## config.mk

```make
export PLATFORM = sky130hd
export DESIGN_NAME = cond_exec_stage_flat
export DESIGN_NICKNAME = d
export VERILOG_FILES = /design/src/rtl/cond_exec_stage_if.sv /design/src/rtl/cond_exec_stage.sv /design/src/flat_wrapper.sv
export SDC_FILE = /design/constraint.sdc
export NUM_CORES = 1
export LEC_CHECK = 0
export ABC_AREA = 1
export BUFFER_PORTS_ARGS = -buffer_cell sky130_fd_sc_hd__buf_2
export CAP_MARGIN = 10
export CORE_ASPECT_RATIO = 0.6
export CORE_MARGIN = 8
export CORE_UTILIZATION = 45
export CTS_CLUSTER_DIAMETER = 30
export DETAILED_ROUTE_END_ITERATION = 8
export HOLD_SLACK_MARGIN = 0.06
export PLACE_DENSITY = 0.81
export REMOVE_ABC_BUFFERS = 1
export SLEW_MARGIN = 5
export SYNTH_ARGS = -nofsm -noshare
export SYNTH_HDL_FRONTEND = slang
export SYNTH_SLANG_ARGS = --single-unit
```

## constraint.sdc

```tcl
create_clock -name clk -period 3.7 [get_ports clk]
set_input_delay 0.185 -clock clk [delete_from_list [all_inputs] [get_ports clk]]
set_output_delay 0.185 -clock clk [all_outputs]
set_load 0.005 [all_outputs]
```

## src/rtl/cond_exec_stage_if.sv

```systemverilog
// cond_exec_stage_if -- bundle between the decode stage and the conditional
// execute stage.
//   master : drives the decoded instruction (in_valid, cond, control bits,
//            ALUFlags, FlagWrite) and the stall/flush controls; samples outputs
//   slave  : the execute stage; returns the registered, condition-gated
//            controls, the architectural NZCV register and the squash counter
interface cond_exec_stage_if #(
  parameter int CNT_W = 16
);
  logic             in_valid;
  logic             stall;
  logic             flush;
  logic [3:0]       cond;
  logic [3:0]       ALUFlags;
  logic [1:0]       FlagWrite;
  logic             RegWrite;
  logic             MemWrite;
  logic             MemRead;
  logic             MemToReg;
  logic             Branch;

  logic             out_valid;
  logic             RegWrite_q;
  logic             MemWrite_q;
  logic             MemRead_q;
  logic             MemToReg_q;
  logic             PCSrc_q;
  logic [3:0]       Flags;
  logic [CNT_W-1:0] squash_cnt;

  modport master (
    output in_valid, stall, flush, cond, ALUFlags, FlagWrite,
           RegWrite, MemWrite, MemRead, MemToReg, Branch,
    input  out_valid, RegWrite_q, MemWrite_q, MemRead_q, MemToReg_q,
           PCSrc_q, Flags, squash_cnt
  );

  modport slave (
    input  in_valid, stall, flush, cond, ALUFlags, FlagWrite,
           RegWrite, MemWrite, MemRead, MemToReg, Branch,
    output out_valid, RegWrite_q, MemWrite_q, MemRead_q, MemToReg_q,
           PCSrc_q, Flags, squash_cnt
  );
endinterface

```

## src/rtl/cond_exec_stage.sv

```systemverilog
// cond_exec_stage -- ARM-style conditional execute pipeline stage.
// Evaluates the 4-bit condition field against the architectural NZCV
// register, gates the side-effecting controls of the instruction, registers
// them with one cycle of latency, updates NZCV for executed flag-setting
// instructions and counts valid instructions whose condition failed.
//   clk    : single clock, rising edge
//   rst_n  : synchronous active-low reset
//   bus    : cond_exec_stage_if.slave (instruction in, gated controls out)
module cond_exec_stage #(
  parameter int CNT_W = 16
) (
  input  logic              clk,
  input  logic              rst_n,
  cond_exec_stage_if.slave  bus
);

  logic             w_accept;
  logic             w_cond_ex;
  logic             w_n, w_z, w_c, w_v;

  logic             r_out_valid;
  logic             r_reg_write;
  logic             r_mem_write;
  logic             r_mem_read;
  logic             r_mem_to_reg;
  logic             r_pc_src;
  logic [3:0]       r_flags;
  logic [CNT_W-1:0] r_squash_cnt;

  assign w_accept = bus.in_valid & ~bus.stall & ~bus.flush;

  // Condition is judged only against the committed flags; the ALU result of
  // the same instruction must not influence whether it executes.
  assign {w_n, w_z, w_c, w_v} = r_flags;

  always_comb begin
    w_cond_ex = 1'b0;
    case (bus.cond)
      4'h0: w_cond_ex = w_z;
      4'h1: w_cond_ex = ~w_z;
      4'h2: w_cond_ex = w_c;
      4'h3: w_cond_ex = ~w_c;
      4'h4: w_cond_ex = w_n;
      4'h5: w_cond_ex = ~w_n;
      4'h6: w_cond_ex = w_v;
      4'h7: w_cond_ex = ~w_v;
      4'h8: w_cond_ex = w_c & ~w_z;
      4'h9: w_cond_ex = ~w_c | w_z;
      4'hA: w_cond_ex = (w_n == w_v);
      4'hB: w_cond_ex = (w_n != w_v);
      4'hC: w_cond_ex = ~w_z & (w_n == w_v);
      4'hD: w_cond_ex = w_z | (w_n != w_v);
      4'hE: w_cond_ex = 1'b1;
      default: w_cond_ex = 1'b0;  // 4'hF reserved: never executes
    endcase
  end

  always_ff @(posedge clk) begin
    if (!rst_n) begin
      r_out_valid  <= 1'b0;
      r_reg_write  <= 1'b0;
      r_mem_write  <= 1'b0;
      r_mem_read   <= 1'b0;
      r_mem_to_reg <= 1'b0;
      r_pc_src     <= 1'b0;
      r_flags      <= 4'b0000;
      r_squash_cnt <= '0;
    end else if (bus.flush) begin
      // Flush wins over stall: the stage empties, flags/counter untouched.
      r_out_valid  <= 1'b0;
      r_reg_write  <= 1'b0;
      r_mem_write  <= 1'b0;
      r_mem_read   <= 1'b0;
      r_mem_to_reg <= 1'b0;
      r_pc_src     <= 1'b0;
    end else if (!bus.stall) begin
      // in_valid=0 yields a bubble; otherwise this is an accept.
      r_out_valid  <= bus.in_valid;
      r_reg_write  <= bus.in_valid & bus.RegWrite & w_cond_ex;
      r_mem_write  <= bus.in_valid & bus.MemWrite & w_cond_ex;
      r_mem_read   <= bus.in_valid & bus.MemRead  & w_cond_ex;
      r_mem_to_reg <= bus.in_valid & bus.MemToReg;
      r_pc_src     <= bus.in_valid & bus.Branch   & w_cond_ex;
      if (w_accept && w_cond_ex) begin
        if (bus.FlagWrite[1]) r_flags[3:2] <= bus.ALUFlags[3:2];
        if (bus.FlagWrite[0]) r_flags[1:0] <= bus.ALUFlags[1:0];
      end
      if (w_accept && !w_cond_ex && (r_squash_cnt != {CNT_W{1'b1}}))
        r_squash_cnt <= r_squash_cnt + {{(CNT_W-1){1'b0}}, 1'b1};
    end
    // stall=1, flush=0: everything holds
  end

  assign bus.out_valid  = r_out_valid;
  assign bus.RegWrite_q = r_reg_write;
  assign bus.MemWrite_q = r_mem_write;
  assign bus.MemRead_q  = r_mem_read;
  assign bus.MemToReg_q = r_mem_to_reg;
  assign bus.PCSrc_q    = r_pc_src;
  assign bus.Flags      = r_flags;
  assign bus.squash_cnt = r_squash_cnt;

endmodule

```

## src/flat_wrapper.sv

```systemverilog
// flat-port wrapper written by rule: the top's interface ports become plain ports
module cond_exec_stage_flat 
#(
  parameter int CNT_W = 16
)
  (clk, rst_n, bus_in_valid, bus_stall, bus_flush, bus_cond, bus_ALUFlags, bus_FlagWrite, bus_RegWrite, bus_MemWrite, bus_MemRead, bus_MemToReg, bus_Branch, bus_out_valid, bus_RegWrite_q, bus_MemWrite_q, bus_MemRead_q, bus_MemToReg_q, bus_PCSrc_q, bus_Flags, bus_squash_cnt);
  cond_exec_stage_if #(.CNT_W(CNT_W)) bus_i ();
  input  logic clk;
  input  logic rst_n;
  input wire logic [$bits(bus_i.in_valid)-1:0] bus_in_valid;
  input wire logic [$bits(bus_i.stall)-1:0] bus_stall;
  input wire logic [$bits(bus_i.flush)-1:0] bus_flush;
  input wire logic [$bits(bus_i.cond)-1:0] bus_cond;
  input wire logic [$bits(bus_i.ALUFlags)-1:0] bus_ALUFlags;
  input wire logic [$bits(bus_i.FlagWrite)-1:0] bus_FlagWrite;
  input wire logic [$bits(bus_i.RegWrite)-1:0] bus_RegWrite;
  input wire logic [$bits(bus_i.MemWrite)-1:0] bus_MemWrite;
  input wire logic [$bits(bus_i.MemRead)-1:0] bus_MemRead;
  input wire logic [$bits(bus_i.MemToReg)-1:0] bus_MemToReg;
  input wire logic [$bits(bus_i.Branch)-1:0] bus_Branch;
  output wire logic [$bits(bus_i.out_valid)-1:0] bus_out_valid;
  output wire logic [$bits(bus_i.RegWrite_q)-1:0] bus_RegWrite_q;
  output wire logic [$bits(bus_i.MemWrite_q)-1:0] bus_MemWrite_q;
  output wire logic [$bits(bus_i.MemRead_q)-1:0] bus_MemRead_q;
  output wire logic [$bits(bus_i.MemToReg_q)-1:0] bus_MemToReg_q;
  output wire logic [$bits(bus_i.PCSrc_q)-1:0] bus_PCSrc_q;
  output wire logic [$bits(bus_i.Flags)-1:0] bus_Flags;
  output wire logic [$bits(bus_i.squash_cnt)-1:0] bus_squash_cnt;
  assign bus_i.in_valid = bus_in_valid;
  assign bus_i.stall = bus_stall;
  assign bus_i.flush = bus_flush;
  assign bus_i.cond = bus_cond;
  assign bus_i.ALUFlags = bus_ALUFlags;
  assign bus_i.FlagWrite = bus_FlagWrite;
  assign bus_i.RegWrite = bus_RegWrite;
  assign bus_i.MemWrite = bus_MemWrite;
  assign bus_i.MemRead = bus_MemRead;
  assign bus_i.MemToReg = bus_MemToReg;
  assign bus_i.Branch = bus_Branch;
  assign bus_out_valid = bus_i.out_valid;
  assign bus_RegWrite_q = bus_i.RegWrite_q;
  assign bus_MemWrite_q = bus_i.MemWrite_q;
  assign bus_MemRead_q = bus_i.MemRead_q;
  assign bus_MemToReg_q = bus_i.MemToReg_q;
  assign bus_PCSrc_q = bus_i.PCSrc_q;
  assign bus_Flags = bus_i.Flags;
  assign bus_squash_cnt = bus_i.squash_cnt;
  cond_exec_stage #(.CNT_W(CNT_W)) u_core (.clk(clk), .rst_n(rst_n), .bus(bus_i));
endmodule
```

==> flow_metrics.env <==
export IMPL_grt_first_pass_wirelength_mm=7.25
export IMPL_cts_buffers=3
export IMPL_skew_ns=0.00484
export IMPL_viasPerCell=5.06
export IMPL_ys_types=26
export IMPL_grt_use_total=0.147
export IMPL_die_x_um=93.8
export IMPL_grt_pass1_vias=1509
export IMPL_cts_sinks=26
export IMPL_slowest_delay_ns=0.50
export IMPL_startpoint_type="register"
export IMPL_reg2reg_depth=10
export IMPL_grt_ovfl_total=0
export IMPL_cts_buffer_depth=2
export IMPL_cp_end_kind="register"
export IMPL_insertion_delay_ns=0.27
export IMPL_n_fill_cell=381
export IMPL_fin_ws_ns=1.59
export IMPL_clock_fmax_mhz=473
export IMPL_hpwl_mm=3.32
export IMPL_cp_arrival_ns=2.31
export IMPL_area_growth_pct=18.2
export IMPL_drtPass1Iterations=4
export IMPL_drive_above_1_share=0.225
export IMPL_cts_tree="yes"
export IMPL_cts_clk_slew_worst_paths_ns=0.09
export IMPL_layout_common_cells="nand2_1 (73), buf_2 (45), nor2_1 (26), dfxtp_1 (26), inv_1 (25)"
export IMPL_crit_top_cell="nand2_1"
export IMPL_fin_crit_sh=0.571
export IMPL_finalCriticalPeriod_ns=2.11
export IMPL_critPathMaxFanout=17
export IMPL_p_per_area_nw_per_um2=281
export IMPL_power_w=0.000543
export IMPL_setup_viol=0
export IMPL_critical_path_class="register to register"
export IMPL_wl_per_cell_um=12.4
export IMPL_avgSynthCellArea_um2=6.67
export IMPL_worstPathRequired_ns=3.90
export IMPL_dieArea_um2=5880
export IMPL_hold_buffers=0
export IMPL_final_cells=336
export IMPL_num_vias=1701
export IMPL_dp_slack_ns=1.62
export IMPL_totalWireLength_mm=4.15
export IMPL_ios=46
export IMPL_cts_root_buf="clkbuf_8"
export IMPL_rsz0062_at_grt="false"
export IMPL_antenna_found_initial=0
export IMPL_initial_core_util=0.457
export IMPL_die_y_um=62.7
export IMPL_crit_cells=10
export IMPL_first_iter_violations=135
export IMPL_cap_violations=0
export IMPL_final_common_cell="nand2_1"
export IMPL_post_route_drc_count=0
export IMPL_core_um2=3570
export IMPL_rows=17
export IMPL_finalHoldViolCount=0
export IMPL_worst_path_buf_inv=2
export IMPL_p_leak_nw=0.855
export IMPL_cp_top_family="simple AND/OR/NAND/NOR gates"
export IMPL_ant_nets=0
export IMPL_slowest_stage="nor2_2"
export IMPL_place_inst=332
export IMPL_cts_resized_gates=0
export IMPL_max_slew_margin=0.520
export IMPL_insertedDiodeCount=0
export IMPL_io_buffers=45
export IMPL_synth_seq_cells=26
export IMPL_worst_slew_pin_slew_ns=0.721
export IMPL_htree_num_levels=1
export IMPL_gp_congestion=0.889
export IMPL_synth_area_um2=1630
export IMPL_hold_depth=3
export IMPL_status="finished, final reports clean"
export IMPL_finalNetCount=311
export IMPL_ir_drop_mv=0.178
export IMPL_grt_max_degree=18
export IMPL_holdCritPathClass="primary input to register"
export IMPL_finalMaxSlewViolations=0
export IMPL_yosysSeqAreaShare=0.319
export IMPL_tns_ns=0
export IMPL_netlist_instances=245
export IMPL_yosys_warnings=0
export IMPL_cts_setup_buffers=0
export IMPL_worstPathCellList="inv_1 -> nand2_1 -> nand3_1 -> nand3_1 -> nand2_1 -> nor2_2 -> nand3_4 -> clkinv_4 -> nand2_1 -> a21oi_1"
## flip-flops by register name (all words and copies together) (netlist names)
signal	flops
u_core.bus.PCSrc_q	1
u_core.bus.MemToReg_q	1
u_core.bus.RegWrite_q	1
u_core.bus.Flags	4
u_core.bus.MemWrite_q	1
u_core.bus.MemRead_q	1
u_core.bus.out_valid	1
u_core.bus.squash_cnt	16
## synthesized netlist by cell type
cell type / instances / area, um2
nand2_1: 73 / 274
dfxtp_1: 26 / 521
nor2_1: 26 / 97.6
inv_1: 25 / 93.8
a21oi_1: 22 / 110
nand3_1: 19 / 95.1
nand4_1: 15 / 93.8
xnor2_1: 7 / 61.3
xor2_1: 7 / 61.3
buf_6: 3 / 33.8
clkbuf_1: 2 / 7.51
inv_2: 2 / 7.51
nand2_2: 2 / 12.5
nand3_2: 2 / 20.0
nor2_2: 2 / 12.5
nor3_1: 2 / 10.0
a21oi_2: 1 / 8.76
a22oi_2: 1 / 12.5
clkinv_4: 1 / 8.76
ha_1: 1 / 12.5
nand2_8: 1 / 20.0
nand3_4: 1 / 17.5
nor2_4: 1 / 11.3
nor2_8: 1 / 20.0
o21ai_0: 1 / 5.00
or2_2: 1 / 6.26
## cells by family (layout without fill, tap and decap cells)
logic type | Yosys count | count (layout) | share of synthesized area
compound gates | 25 | 25 | 0.0835
xor+xnor | 14 | 14 | 0.0750
fa+ha+maj | 1 | 1 | 0.00766
buf+inv | 33 | 77 | 0.0927
flops | 26 | 26 | 0.319
simple gates | 146 | 146 | 0.423
## per-stage QoR
step           hold slack [ns]  cell area, um2  utilization
2_1_floorplan            0.306            1590            -
3_3_place_gp             0.440            1880        0.525
3_5_place_dp             0.443            1880        0.525
4_1_cts                  0.148            1930        0.541
5_1_grt                  0.149            1930        0.541
6_report                 0.159            1930        0.541
## power by group
part           leakage (nW)  switching, W  internal, W
registers             0.210    0.00000253     0.000282
logic                 0.617     0.0000488    0.0000248
clock network        0.0288     0.0000888    0.0000952
total                 0.855      0.000140     0.000402
## tightest hold or removal path, stage by stage
cell and delay [ns]:
buf_2 0.10, nand2_1 0.06, a21oi_1 0.05
## final cells by class
class / instances / area, um2 / area share
clock buffer: 4 / 55.1 / 0.0285
inverter: 28 / 110 / 0.0570
multi-input combinational: 186 / 962 / 0.498
sequential: 26 / 520 / 0.269
tap: 47 / 58.8 / 0.0304
timing repair buffer: 45 / 225 / 0.117
## metal layers
metal  vias up  part of all wire  track usage
met4         0            0.0036       0.0314
met5         -                 0            0
met1       757              0.50        0.212
met3         2             0.096       0.0516
li1        879                 -            -
met2        63              0.40        0.199
## worst paths after layout
path	end	slack, ns	start
setup / recovery	u_core.bus.squash_cnt[1]$_SDFFE_PN0P_	1.59	u_core.bus.Flags[3]$_SDFFE_PN0P_
hold / removal	u_core.bus.MemToReg_q$_SDFFE_PP0N_	0.16	bus_MemToReg
setup reg to reg	u_core.bus.squash_cnt[1]$_SDFFE_PN0P_	1.59	u_core.bus.Flags[3]$_SDFFE_PN0P_
hold reg to reg	u_core.bus.MemWrite_q$_SDFFE_PP0N_	0.46	u_core.bus.MemWrite_q$_SDFFE_PP0N_
No activity file was read; power rests on OpenSTA's default activity.
